<file path="config.mk">
export PLATFORM = sky130hd
export DESIGN_NAME = cpu_core_param_flat
export DESIGN_NICKNAME = d
export VERILOG_FILES = /design/src/rtl/cpu_core_param_pkg.sv /design/src/rtl/cpu_core_param_if.sv /design/src/rtl/cpu_core_param_alu.sv /design/src/rtl/cpu_core_param.sv /design/src/flat_wrapper.sv
export SDC_FILE = /design/constraint.sdc
export NUM_CORES = 1
export LEC_CHECK = 0
export BUFFER_PORTS_ARGS = -buffer_cell sky130_fd_sc_hd__clkbuf_2
export CELL_PAD_IN_SITES_DETAIL_PLACEMENT = 0
export CELL_PAD_IN_SITES_GLOBAL_PLACEMENT = 2
export CORE_MARGIN = 3
export CORE_UTILIZATION = 34
export DETAILED_ROUTE_END_ITERATION = 16
export PLACE_DENSITY_LB_ADDON = 0.1
export SYNTH_ARGS = -nofsm -noshare
export SYNTH_HDL_FRONTEND = slang
export SYNTH_SLANG_ARGS = --single-unit
</file>
<file path="constraint.sdc">
create_clock -name clk -period 2.68 [get_ports clk]
set_input_delay 0.536 -clock clk [delete_from_list [all_inputs] [get_ports clk]]
set_output_delay 0.536 -clock clk [all_outputs]
set_load 0.03 [all_outputs]
</file>
<file path="src/rtl/cpu_core_param_pkg.sv">
// Shared definitions for the parametrised accumulator core: opcodes, FSM states,
// instruction field positions and the opcode-to-state dispatch.
package cpu_param_pkg;

    typedef enum logic [2:0] {
        OP_AND, OP_ADD, OP_SUB, OP_LDA, OP_STA, OP_JMP, OP_JZ, OP_HLT
    } opcode_t;

    typedef enum logic [3:0] {
        F_ADDR, FETCH, DECODE, INDIR, READ, ALU, STORE, EXEC_J, HALT
    } state_t;

    // Indirect flag sits in the MSB; the 3-bit opcode sits directly below it.
    function automatic int unsigned ind_bit(input int unsigned dw);
        return dw - 1;
    endfunction

    function automatic int unsigned op_lsb(input int unsigned dw);
        return dw - 4;
    endfunction

    function automatic state_t op_target(input opcode_t op);
        case (op)
            OP_HLT:        return HALT;
            OP_JMP, OP_JZ: return EXEC_J;
            OP_STA:        return STORE;
            default:       return READ;
        endcase
    endfunction

endpackage

</file>
<file path="src/rtl/cpu_core_param_if.sv">
// Single synchronous memory port shared by instruction fetch and data access.
interface cpu_core_param_if #(
    parameter int DW = 8,
    parameter int AW = 4
);
    // Handshake: the master raises mem_req with mem_we/mem_addr/mem_wdata and holds all
    // of them stable until a rising edge where mem_req && mem_ready; that edge completes
    // the transfer (read data is sampled from mem_rdata in that same cycle). mem_ready is
    // ignored while mem_req is low, and any number of wait cycles is allowed.
    logic          mem_req;
    logic          mem_we;
    logic [AW-1:0] mem_addr;
    logic [DW-1:0] mem_wdata;
    logic [DW-1:0] mem_rdata;
    logic          mem_ready;

    modport master (
        output mem_req, mem_we, mem_addr, mem_wdata,
        input  mem_rdata, mem_ready
    );

    modport slave (
        input  mem_req, mem_we, mem_addr, mem_wdata,
        output mem_rdata, mem_ready
    );
endinterface

</file>
<file path="src/rtl/cpu_core_param_alu.sv">
// Combinational accumulator ALU; carry is only meaningful for ADD and SUB.
module cpu_alu
    import cpu_param_pkg::*;
#(
    parameter int DW = 8
) (
    input  logic [DW-1:0] ac,
    input  logic [DW-1:0] dr,
    input  opcode_t       op,
    output logic [DW-1:0] result,
    output logic          carry
);
    localparam logic [DW:0] ONE = 1;

    logic [DW:0] sum;

    always_comb begin
        sum    = '0;
        result = ac;
        carry  = 1'b0;
        case (op)
            OP_AND: result = ac & dr;
            OP_ADD: begin
                sum             = {1'b0, ac} + {1'b0, dr};
                {carry, result} = sum;
            end
            // Two's-complement subtract: carry out of 1 means no borrow.
            OP_SUB: begin
                sum             = {1'b0, ac} + {1'b0, ~dr} + ONE;
                {carry, result} = sum;
            end
            OP_LDA: result = dr;
            default: result = ac;
        endcase
    end
endmodule

</file>
<file path="src/rtl/cpu_core_param.sv">
// Multi-cycle accumulator core: fetch/decode/indirect/execute FSM driving one
// request/ready memory port, with debug views of PC, AC, E and FSM state.
module cpu_core_param
    import cpu_param_pkg::*;
#(
    parameter int DW = 8,
    parameter int AW = 4
) (
    input  logic             clk,
    input  logic             reset,
    cpu_core_param_if.master mem,
    output logic             halted,
    output logic [AW-1:0]    pc_out,
    output logic [DW-1:0]    ac_out,
    output logic             e_out,
    output state_t           state_dbg
);
    localparam int          I_POS  = ind_bit(DW);
    localparam int          OP_LSB = op_lsb(DW);
    localparam logic [AW-1:0] PC_ONE = 1;

    state_t        state;
    logic [AW-1:0] pc, ar;
    logic [DW-1:0] ir, dr, ac;
    logic          e, req, we;

    opcode_t       op;
    state_t        tgt;
    logic          tgt_req, tgt_we, tgt_halt;
    logic [DW-1:0] alu_result;
    logic          alu_carry;

    assign op       = opcode_t'(ir[OP_LSB +: 3]);
    assign tgt      = op_target(op);
    assign tgt_req  = (tgt == READ) || (tgt == STORE);
    assign tgt_we   = (tgt == STORE);
    assign tgt_halt = (tgt == HALT);

    cpu_alu #(.DW(DW)) u_alu (
        .ac(ac), .dr(dr), .op(op), .result(alu_result), .carry(alu_carry)
    );

    // mem_req/mem_we are registered and set on entry to a memory state, so the
    // request is already stable in the first cycle of that state.
    always_ff @(posedge clk) begin
        if (reset) begin
            state  <= F_ADDR;
            pc     <= '0;
            ar     <= '0;
            ir     <= '0;
            dr     <= '0;
            ac     <= '0;
            e      <= 1'b0;
            req    <= 1'b0;
            we     <= 1'b0;
            halted <= 1'b0;
        end else begin
            case (state)
                F_ADDR: begin
                    ar    <= pc;
                    req   <= 1'b1;
                    we    <= 1'b0;
                    state <= FETCH;
                end
                FETCH: if (mem.mem_ready) begin
                    ir    <= mem.mem_rdata;
                    pc    <= pc + PC_ONE;
                    req   <= 1'b0;
                    state <= DECODE;
                end
                DECODE: begin
                    ar <= ir[AW-1:0];
                    // HLT halts immediately even when its indirect bit is set.
                    if (ir[I_POS] && op != OP_HLT) begin
                        req   <= 1'b1;
                        we    <= 1'b0;
                        state <= INDIR;
                    end else begin
                        req    <= tgt_req;
                        we     <= tgt_we;
                        halted <= tgt_halt;
                        state  <= tgt;
                    end
                end
                INDIR: if (mem.mem_ready) begin
                    ar     <= mem.mem_rdata[AW-1:0];
                    req    <= tgt_req;
                    we     <= tgt_we;
                    halted <= tgt_halt;
                    state  <= tgt;
                end
                READ: if (mem.mem_ready) begin
                    dr    <= mem.mem_rdata;
                    req   <= 1'b0;
                    state <= ALU;
                end
                ALU: begin
                    ac <= alu_result;
                    if (op == OP_ADD || op == OP_SUB) e <= alu_carry;
                    state <= F_ADDR;
                end
                STORE: if (mem.mem_ready) begin
                    req   <= 1'b0;
                    we    <= 1'b0;
                    state <= F_ADDR;
                end
                EXEC_J: begin
                    if (op == OP_JMP || ac == '0) pc <= ar;
                    state <= F_ADDR;
                end
                HALT: begin
                    halted <= 1'b1;
                    state  <= HALT;
                end
                default: state <= F_ADDR;
            endcase
        end
    end

    assign mem.mem_req   = req;
    assign mem.mem_we    = we;
    assign mem.mem_addr  = ar;
    assign mem.mem_wdata = ac;

    assign pc_out    = pc;
    assign ac_out    = ac;
    assign e_out     = e;
    assign state_dbg = state;
endmodule

</file>
<file path="src/flat_wrapper.sv">
// flat-port wrapper written by rule: the top's interface ports become plain ports
module cpu_core_param_flat import cpu_param_pkg::*;
#(
    parameter int DW = 8,
    parameter int AW = 4
)
  (clk, reset, halted, pc_out, ac_out, e_out, state_dbg, mem_mem_req, mem_mem_we, mem_mem_addr, mem_mem_wdata, mem_mem_rdata, mem_mem_ready);
  cpu_core_param_if #(.DW(DW), .AW(AW)) mem_i ();
  input  logic clk;
  input  logic reset;
  output logic halted;
  output logic [AW-1:0] pc_out;
  output logic [DW-1:0] ac_out;
  output logic e_out;
  output state_t state_dbg;
  output wire logic [$bits(mem_i.mem_req)-1:0] mem_mem_req;
  output wire logic [$bits(mem_i.mem_we)-1:0] mem_mem_we;
  output wire logic [$bits(mem_i.mem_addr)-1:0] mem_mem_addr;
  output wire logic [$bits(mem_i.mem_wdata)-1:0] mem_mem_wdata;
  input wire logic [$bits(mem_i.mem_rdata)-1:0] mem_mem_rdata;
  input wire logic [$bits(mem_i.mem_ready)-1:0] mem_mem_ready;
  assign mem_mem_req = mem_i.mem_req;
  assign mem_mem_we = mem_i.mem_we;
  assign mem_mem_addr = mem_i.mem_addr;
  assign mem_mem_wdata = mem_i.mem_wdata;
  assign mem_i.mem_rdata = mem_mem_rdata;
  assign mem_i.mem_ready = mem_mem_ready;
  cpu_core_param #(.DW(DW), .AW(AW)) u_core (.clk(clk), .reset(reset), .mem(mem_i), .halted(halted), .pc_out(pc_out), .ac_out(ac_out), .e_out(e_out), .state_dbg(state_dbg));
endmodule
</file>
==> results by group, run 1 <==
Critical path
  – Worst path cell trace: ha_1, inv_1, fa_1, o21bai_1, a21oi_1, o31ai_1, a311oi_1, a221oi_1
  – Slowest stage cell on the critical path: sky130_fd_sc_hd__dfxtp_1
  – Kind of start point of the critical path: register
  – Highest cell delay on the worst timing path: 0.44 ns
  – Setup crit end kind: register
  – Max Fanout on Critical Path: 6
  – CP arrival: 2.60 ns
  – Bufs and invs on worst path: 1
  – Required time at the endpoint of the critical path: 2.88 ns
  – Type of the worst setup path: register to register
  – Category of cells accounting for the largest share of critical-path delay: compound AO/OA/AOI/OAI gates

Global route
  – Pin count of the biggest net entering global routing: 24
  – GRT Overall Usage: 0.167
  – Global-route wire length before repair: 13.2 mm
  – Remaining global-route overflow: 0
  – Number of antenna violations at the first check in global routing: 0
  – Vias in the first global route: 2521

Clock tree
  – Clock sink count: 40
  – Worst skew pair latency: 0.29 ns
  – Buffer cell driving the clock tree root: sky130_fd_sc_hd__clkbuf_8
  – Post-CTS setup repair buffer count: 0
  – Max H-tree Level: 2
  – Max Buffers Root-to-Sink: 2
  – Post-CTS Resized: 0
  – Hold buffers post-CTS: 0
  – TritonCTS clock tree: yes
  – Clock slew seen by the registers of the worst setup and hold paths: 0.09 ns
  – Number of buffers inserted during clock tree synthesis: 5

Floorplanning
  – Placeable core region: 7930 sq um
  – Die outline width: 97.4 um
  – Floorplan row count: 32
  – Overall die area: 9480 sq um
  – Die Height: 97.4 um
  – Starting utilization of the core area: 0.358
  – I/O pin total: 43

Final layout
  – Layout overhead on the synthesized area: 13.3%
  – Final layout net count: 418
  – Antenna Cells: 0
  – Share of post-route cells with drive strength above 1: 0.183
  – Highest-count cells in the layout ignoring fill and taps: sky130_fd_sc_hd__nor2_1, sky130_fd_sc_hd__clkbuf_2, sky130_fd_sc_hd__dfxtp_1
  – Core utilization of the finished layout: 0.406
  – Leading cell type in the layout, fill and taps excluded: sky130_fd_sc_hd__nor2_1

Placement
  – Last weighted congestion value of the routability-driven placer: 0.856
  – Setup WS pre-CTS: 0.352 ns
  – IO buf count: 42
  – Placed wire-length estimate: 5.95 mm

STA
  – Ratio of final minimum period to clock period: 0.896
  – # setup viols final: 0
  – Setup WS post-layout: 0.280 ns
  – Worst slack on hold paths: 0.482 ns
  – Max Clock Skew: 0.00775 ns
  – Aggregate negative setup slack: 0 ns
  – Highest clock frequency the design can meet: 417 MHz
  – Number of endpoints with negative hold slack in the final report: 0
  – Setup repair after global routing missed its margin: no
  – Number of pins with negative max-slew slack in the final report: 0
  – Final min period: 2.40 ns
  – Worst-Margin Slew: 0.623 ns
  – Slew margin rel.: 0.583

Power
  – Pwr Total: 1.46 mW
  – Pwr dens: 454 nW/um^2
  – Leakage: 1.38 nW
  – Worst IR drop on VDD: 0.000284 V

Routing
  – Remaining DRCs: 0
  – Post-Route WL: 7.97 mm
  – DR iter-0 viols: 76
  – Antenna viol nets, final: 0
  – Via-to-Cell Ratio: 5.35
  – Number of detailed-routing iterations run before antenna repair: 4
  – Detailed-route via count: 2625
  – Routed length per instance: 16.2 um

Job
  – Max Cap Violations: 0

Synthesis
  – Distinct cell type count of the synthesized netlist: 57
  – Net count after synthesis: 385
  – Gate Count Post-Synth: 355
  – Yosys warning count: 0
  – Proportion of synthesized chip area in sequential cells: 0.282
  – Top FF cell, synth: sky130_fd_sc_hd__dfxtp_1
  – Average size of a mapped cell: 8.00 sq um
  – Flip-flop and latch count after synthesis: 40
  – Proportion of synthesized flip-flops having asynchronous set or reset: 0
  – Number of synthesized flops with an enable pin: 0
  – Post-synthesis instance area: 2840 sq um

Status
  – Result of the run: complete, no violations

Min path
  – Class of the most critical hold timing path: register to register
==> Yosys cell counts (3+ instances only) <==
| master | count | area (sq um) |
|---|---|---|
| sky130_fd_sc_hd__nor2_1 | 54 | 203 |
| sky130_fd_sc_hd__dfxtp_1 | 40 | 801 |
| sky130_fd_sc_hd__a21oi_1 | 28 | 140 |
| sky130_fd_sc_hd__mux2i_1 | 25 | 250 |
| sky130_fd_sc_hd__inv_1 | 21 | 78.8 |
| sky130_fd_sc_hd__nand2_1 | 20 | 75.1 |
| sky130_fd_sc_hd__ha_1 | 17 | 213 |
| sky130_fd_sc_hd__o21ai_0 | 15 | 75.1 |
| sky130_fd_sc_hd__buf_4 | 11 | 82.6 |
| sky130_fd_sc_hd__nor3_1 | 9 | 45.0 |
| sky130_fd_sc_hd__xnor2_1 | 9 | 78.8 |
| sky130_fd_sc_hd__a211oi_1 | 8 | 60.1 |
| sky130_fd_sc_hd__clkbuf_1 | 8 | 30.0 |
| sky130_fd_sc_hd__nand2b_1 | 8 | 50.1 |
| sky130_fd_sc_hd__nand3_1 | 7 | 35.0 |
| sky130_fd_sc_hd__a22oi_1 | 5 | 37.5 |
| sky130_fd_sc_hd__buf_2 | 5 | 25.0 |
| sky130_fd_sc_hd__nand3b_1 | 4 | 30.0 |
| sky130_fd_sc_hd__a311oi_1 | 3 | 26.3 |
| sky130_fd_sc_hd__and2_1 | 3 | 18.8 |
| sky130_fd_sc_hd__nor2b_1 | 3 | 18.8 |
| sky130_fd_sc_hd__o21bai_1 | 3 | 22.5 |
| sky130_fd_sc_hd__xor2_1 | 3 | 26.3 |
==> worst min-delay path: cells and delay by family, from the launching register on <==
kind	cells	cell delay [ns]
AOI/OAI and AO/OA	2	0.13
DFF	1	0.32
==> state kept, by name, summed over array words and instances, names as in the netlist <==
register / count
u_core.state_dbg: 4
u_core.halted: 1
u_core.ac_out: 8
u_core.mem.mem_req: 1
u_core.pc_out: 4
u_core.mem.mem_addr: 4
u_core.e_out: 1
u_core.ir: 8
u_core.mem.mem_we: 1
u_core.dr: 8
==> path summary, 6_finish.rpt <==
kind,start,endpoint,slack (ns),cells after the start
setup / recovery,u_core.ac_out[0]$_SDFFE_PP0P_,u_core.e_out$_SDFFE_PP0P_,0.28,8
hold / removal,u_core.mem.mem_we$_SDFFE_PP0P_,u_core.mem.mem_we$_SDFFE_PP0P_,0.48,2
setup reg to reg,u_core.ac_out[0]$_SDFFE_PP0P_,u_core.e_out$_SDFFE_PP0P_,0.28,8
hold reg to reg,u_core.mem.mem_we$_SDFFE_PP0P_,u_core.mem.mem_we$_SDFFE_PP0P_,0.48,2
==> power breakdown <==
| group | leakage, nW | internal, mW | switching, mW |
|---|---|---|---|
| logic | 0.998 | 0.108 | 0.182 |
| registers | 0.324 | 0.618 | 0.0288 |
| clock network | 0.0548 | 0.281 | 0.241 |
==> area by class of cell <==
class	instances	area, sq um
Multi-Input combinational cell	266	1790
Timing Repair Buffer	54	300
Sequential cell	40	801
Clock inverter	3	46.3
Inverter	21	78.8
Fill cell	847	4710
Clock buffer	5	68.8
Tap cell	102	128
==> stage by stage <==
stage	cells	cell area, sq um
finish	491	3220
global route	491	3220
CTS	491	3220
detailed placement	483	3100
global placement	483	3100
floorplan	355	2840
==> per-layer routing <==
metal  routed length, um  vias up  part of all wire  GRT usage
li1                    -     1309                 -          -
met1                3890     1250              0.49      0.236
met2                3690       64              0.46      0.274
met3                 364        2             0.046     0.0323
met4                  23        0            0.0029     0.0192
met5                   0        -                 0          0
==> kinds of logic (layout without fill, tap and decap cells) <==
family / after synthesis / in the layout / share of synthesized area
flops: 40 / 40 / 0.282
buf+inv: 49 / 83 / 0.0881
fa+ha+maj: 20 / 20 / 0.0926
xor+xnor: 12 / 12 / 0.0370
compound gates: 85 / 85 / 0.204
mux: 26 / 26 / 0.0921
simple gates: 123 / 123 / 0.204
(Power assumes the default switching activity.)
==> run 2: changes to the inputs <==
Settings changed: SETUP_SLACK_MARGIN set to 0.3.
==> results by group, run 2 (synthesis results as in run 1) <==
Status
  – Result of the run: complete, no violations

Power
  – Share of total power consumed by net switching: 0.312
  – Worst IR drop on VDD: 0.000283 V
  – Pwr dens: 452 nW/um^2
  – Relative contribution of combinational cells to total power: 0.200
  – Relative contribution of the clock network to total power: 0.359
  – Pint: 1.01 mW
  – Switching power of the nets: 0.456 mW
  – Leakage: 1.38 nW
  – Power share of the sequential group: 0.441

Min path
  – Class of the most critical hold timing path: register to register

Critical path
  – Bufs and invs on worst path: 1
  – Setup crit end kind: register
  – Type of the worst setup path: register to register
  – CP arrival: 2.41 ns
  – Category of cells accounting for the largest share of critical-path delay: compound AO/OA/AOI/OAI gates
  – Highest cell delay on the worst timing path: 0.42 ns
  – Required time at the endpoint of the critical path: 2.88 ns
  – Max Fanout on Critical Path: 6
  – Kind of start point of the critical path: register
  – Worst path cell trace: ha_1, inv_1, fa_1, o21bai_1, a21oi_1, o31ai_2, a311oi_1, a221oi_1
  – Slowest stage cell on the critical path: sky130_fd_sc_hd__fa_1

Clock tree
  – Max H-tree Level: 2
  – Clock slew seen by the registers of the worst setup and hold paths: 0.09 ns
  – Number of buffers inserted during clock tree synthesis: 5
  – Max Buffers Root-to-Sink: 2
  – Post-CTS setup repair buffer count: 0
  – Hold buffers post-CTS: 0
  – Worst skew pair latency: 0.30 ns
  – TritonCTS clock tree: yes
  – Buffer cell driving the clock tree root: sky130_fd_sc_hd__clkbuf_8
  – Clock sink count: 40

Floorplanning
  – Floorplan row count: 32
  – I/O pin total: 43
  – Overall die area: 9480 sq um
  – Die Height: 97.4 um
  – Placeable core region: 7930 sq um
  – Starting utilization of the core area: 0.358
  – Die outline width: 97.4 um

STA
  – Worst slack on hold paths: 0.482 ns
  – Slew margin rel.: 0.593
  – Setup repair after global routing missed its margin: yes
  – Max Clock Skew: 0.00953 ns
  – Worst-Margin Slew: 0.609 ns
  – Ratio of final minimum period to clock period: 0.825
  – Final min period: 2.21 ns
  – Aggregate negative setup slack: 0 ns
  – Number of pins with negative max-slew slack in the final report: 0
  – # setup viols final: 0
  – Number of endpoints with negative hold slack in the final report: 0
  – Highest clock frequency the design can meet: 452 MHz
  – Setup WS post-layout: 0.469 ns

Routing
  – Number of detailed-routing iterations run before antenna repair: 4
  – Routed length per instance: 16.3 um
  – Antenna viol nets, final: 0
  – Detailed-route via count: 2639
  – Via-to-Cell Ratio: 5.37
  – Remaining DRCs: 0
  – Post-Route WL: 7.99 mm
  – DR iter-0 viols: 78

Global route
  – GRT Overall Usage: 0.167
  – Number of antenna violations at the first check in global routing: 0
  – Vias in the first global route: 2521
  – Global-route wire length before repair: 13.2 mm
  – Remaining global-route overflow: 0
  – Pin count of the biggest net entering global routing: 24

Final layout
  – Leading cell type in the layout, fill and taps excluded: sky130_fd_sc_hd__nor2_1
  – Share of post-route cells with drive strength above 1: 0.198
  – Layout overhead on the synthesized area: 14.0%
  – Final layout net count: 418
  – Antenna Cells: 0
  – Post-route design area: 3240 sq um
  – Highest-count cells in the layout ignoring fill and taps: sky130_fd_sc_hd__nor2_1, sky130_fd_sc_hd__clkbuf_2, sky130_fd_sc_hd__dfxtp_1

Placement
  – Last weighted congestion value of the routability-driven placer: 0.856
  – IO buf count: 42
  – Placed wire-length estimate: 5.95 mm
  – Placed instance area: 3100 sq um
  – Setup WS pre-CTS: 0.352 ns

Job
  – Max Cap Violations: 0
-- run 2: worst paths after layout --
kind,start,endpoint,slack [ns],cells past startpoint
min,u_core.mem.mem_we$_SDFFE_PP0P_,u_core.mem.mem_we$_SDFFE_PP0P_,0.48,2
max,u_core.ac_out[0]$_SDFFE_PP0P_,u_core.e_out$_SDFFE_PP0P_,0.47,8
min reg2reg,u_core.mem.mem_we$_SDFFE_PP0P_,u_core.mem.mem_we$_SDFFE_PP0P_,0.48,2
max reg2reg,u_core.ac_out[0]$_SDFFE_PP0P_,u_core.e_out$_SDFFE_PP0P_,0.47,8
-- run 2: cell type report --
| cell class | instances | area [sq um] |
|---|---|---|
| clock buffers | 5 | 68.8 |
| inverters | 21 | 78.8 |
| fillers | 845 | 4690 |
| clock inverters | 3 | 46.3 |
| well taps | 102 | 128 |
| repair buffers | 54 | 300 |
| flip-flops and latches | 40 | 807 |
| multi-input cells | 266 | 1810 |
-- run 2: per-stage QoR --
| step | util | cells | total power [mW] |
|---|---|---|---|
| floorplan | - | 355 | 0.870 |
| global placement | 0.391 | 483 | 0.953 |
| detailed placement | 0.391 | 483 | 0.952 |
| CTS | 0.406 | 491 | 1.48 |
| global route | 0.408 | 491 | 1.53 |
| finish | 0.408 | 491 | 1.46 |
-- run 2: repair_timing --
item	in CTS	in global routing
endpoints found under the hold margin	0	0
resized for setup	0	9
setup endpoints to repair	0	3
-- run 2: power by group through the flow --
stage	Clock (mW)	Combinational, mW	Sequential (mW)
after floorplan	0	0.191	0.680
after global placement	0	0.293	0.661
after detailed placement	0	0.291	0.661
after CTS	0.541	0.293	0.647
after global routing	0.561	0.324	0.650
final	0.526	0.292	0.646
-- run 2: layer usage --
layer / part of all wire / vias to the layer above / global-route usage
met4: 0.0029 / 0 / 0.0192
met2: 0.46 / 66 / 0.274
met5: 0 / - / 0
met3: 0.047 / 2 / 0.0323
li1: - / 1310 / -
met1: 0.48 / 1261 / 0.236
-- run 2: worst reg2reg max path, cell delays in order, from the launching register on --
cell                       delay, ns
sky130_fd_sc_hd__dfxtp_4        0.39
sky130_fd_sc_hd__ha_1           0.20
sky130_fd_sc_hd__inv_1          0.07
sky130_fd_sc_hd__fa_1           0.42
sky130_fd_sc_hd__o21bai_1       0.15
sky130_fd_sc_hd__a21oi_1        0.14
sky130_fd_sc_hd__o31ai_2        0.33
sky130_fd_sc_hd__a311oi_1       0.16
sky130_fd_sc_hd__a221oi_1       0.27
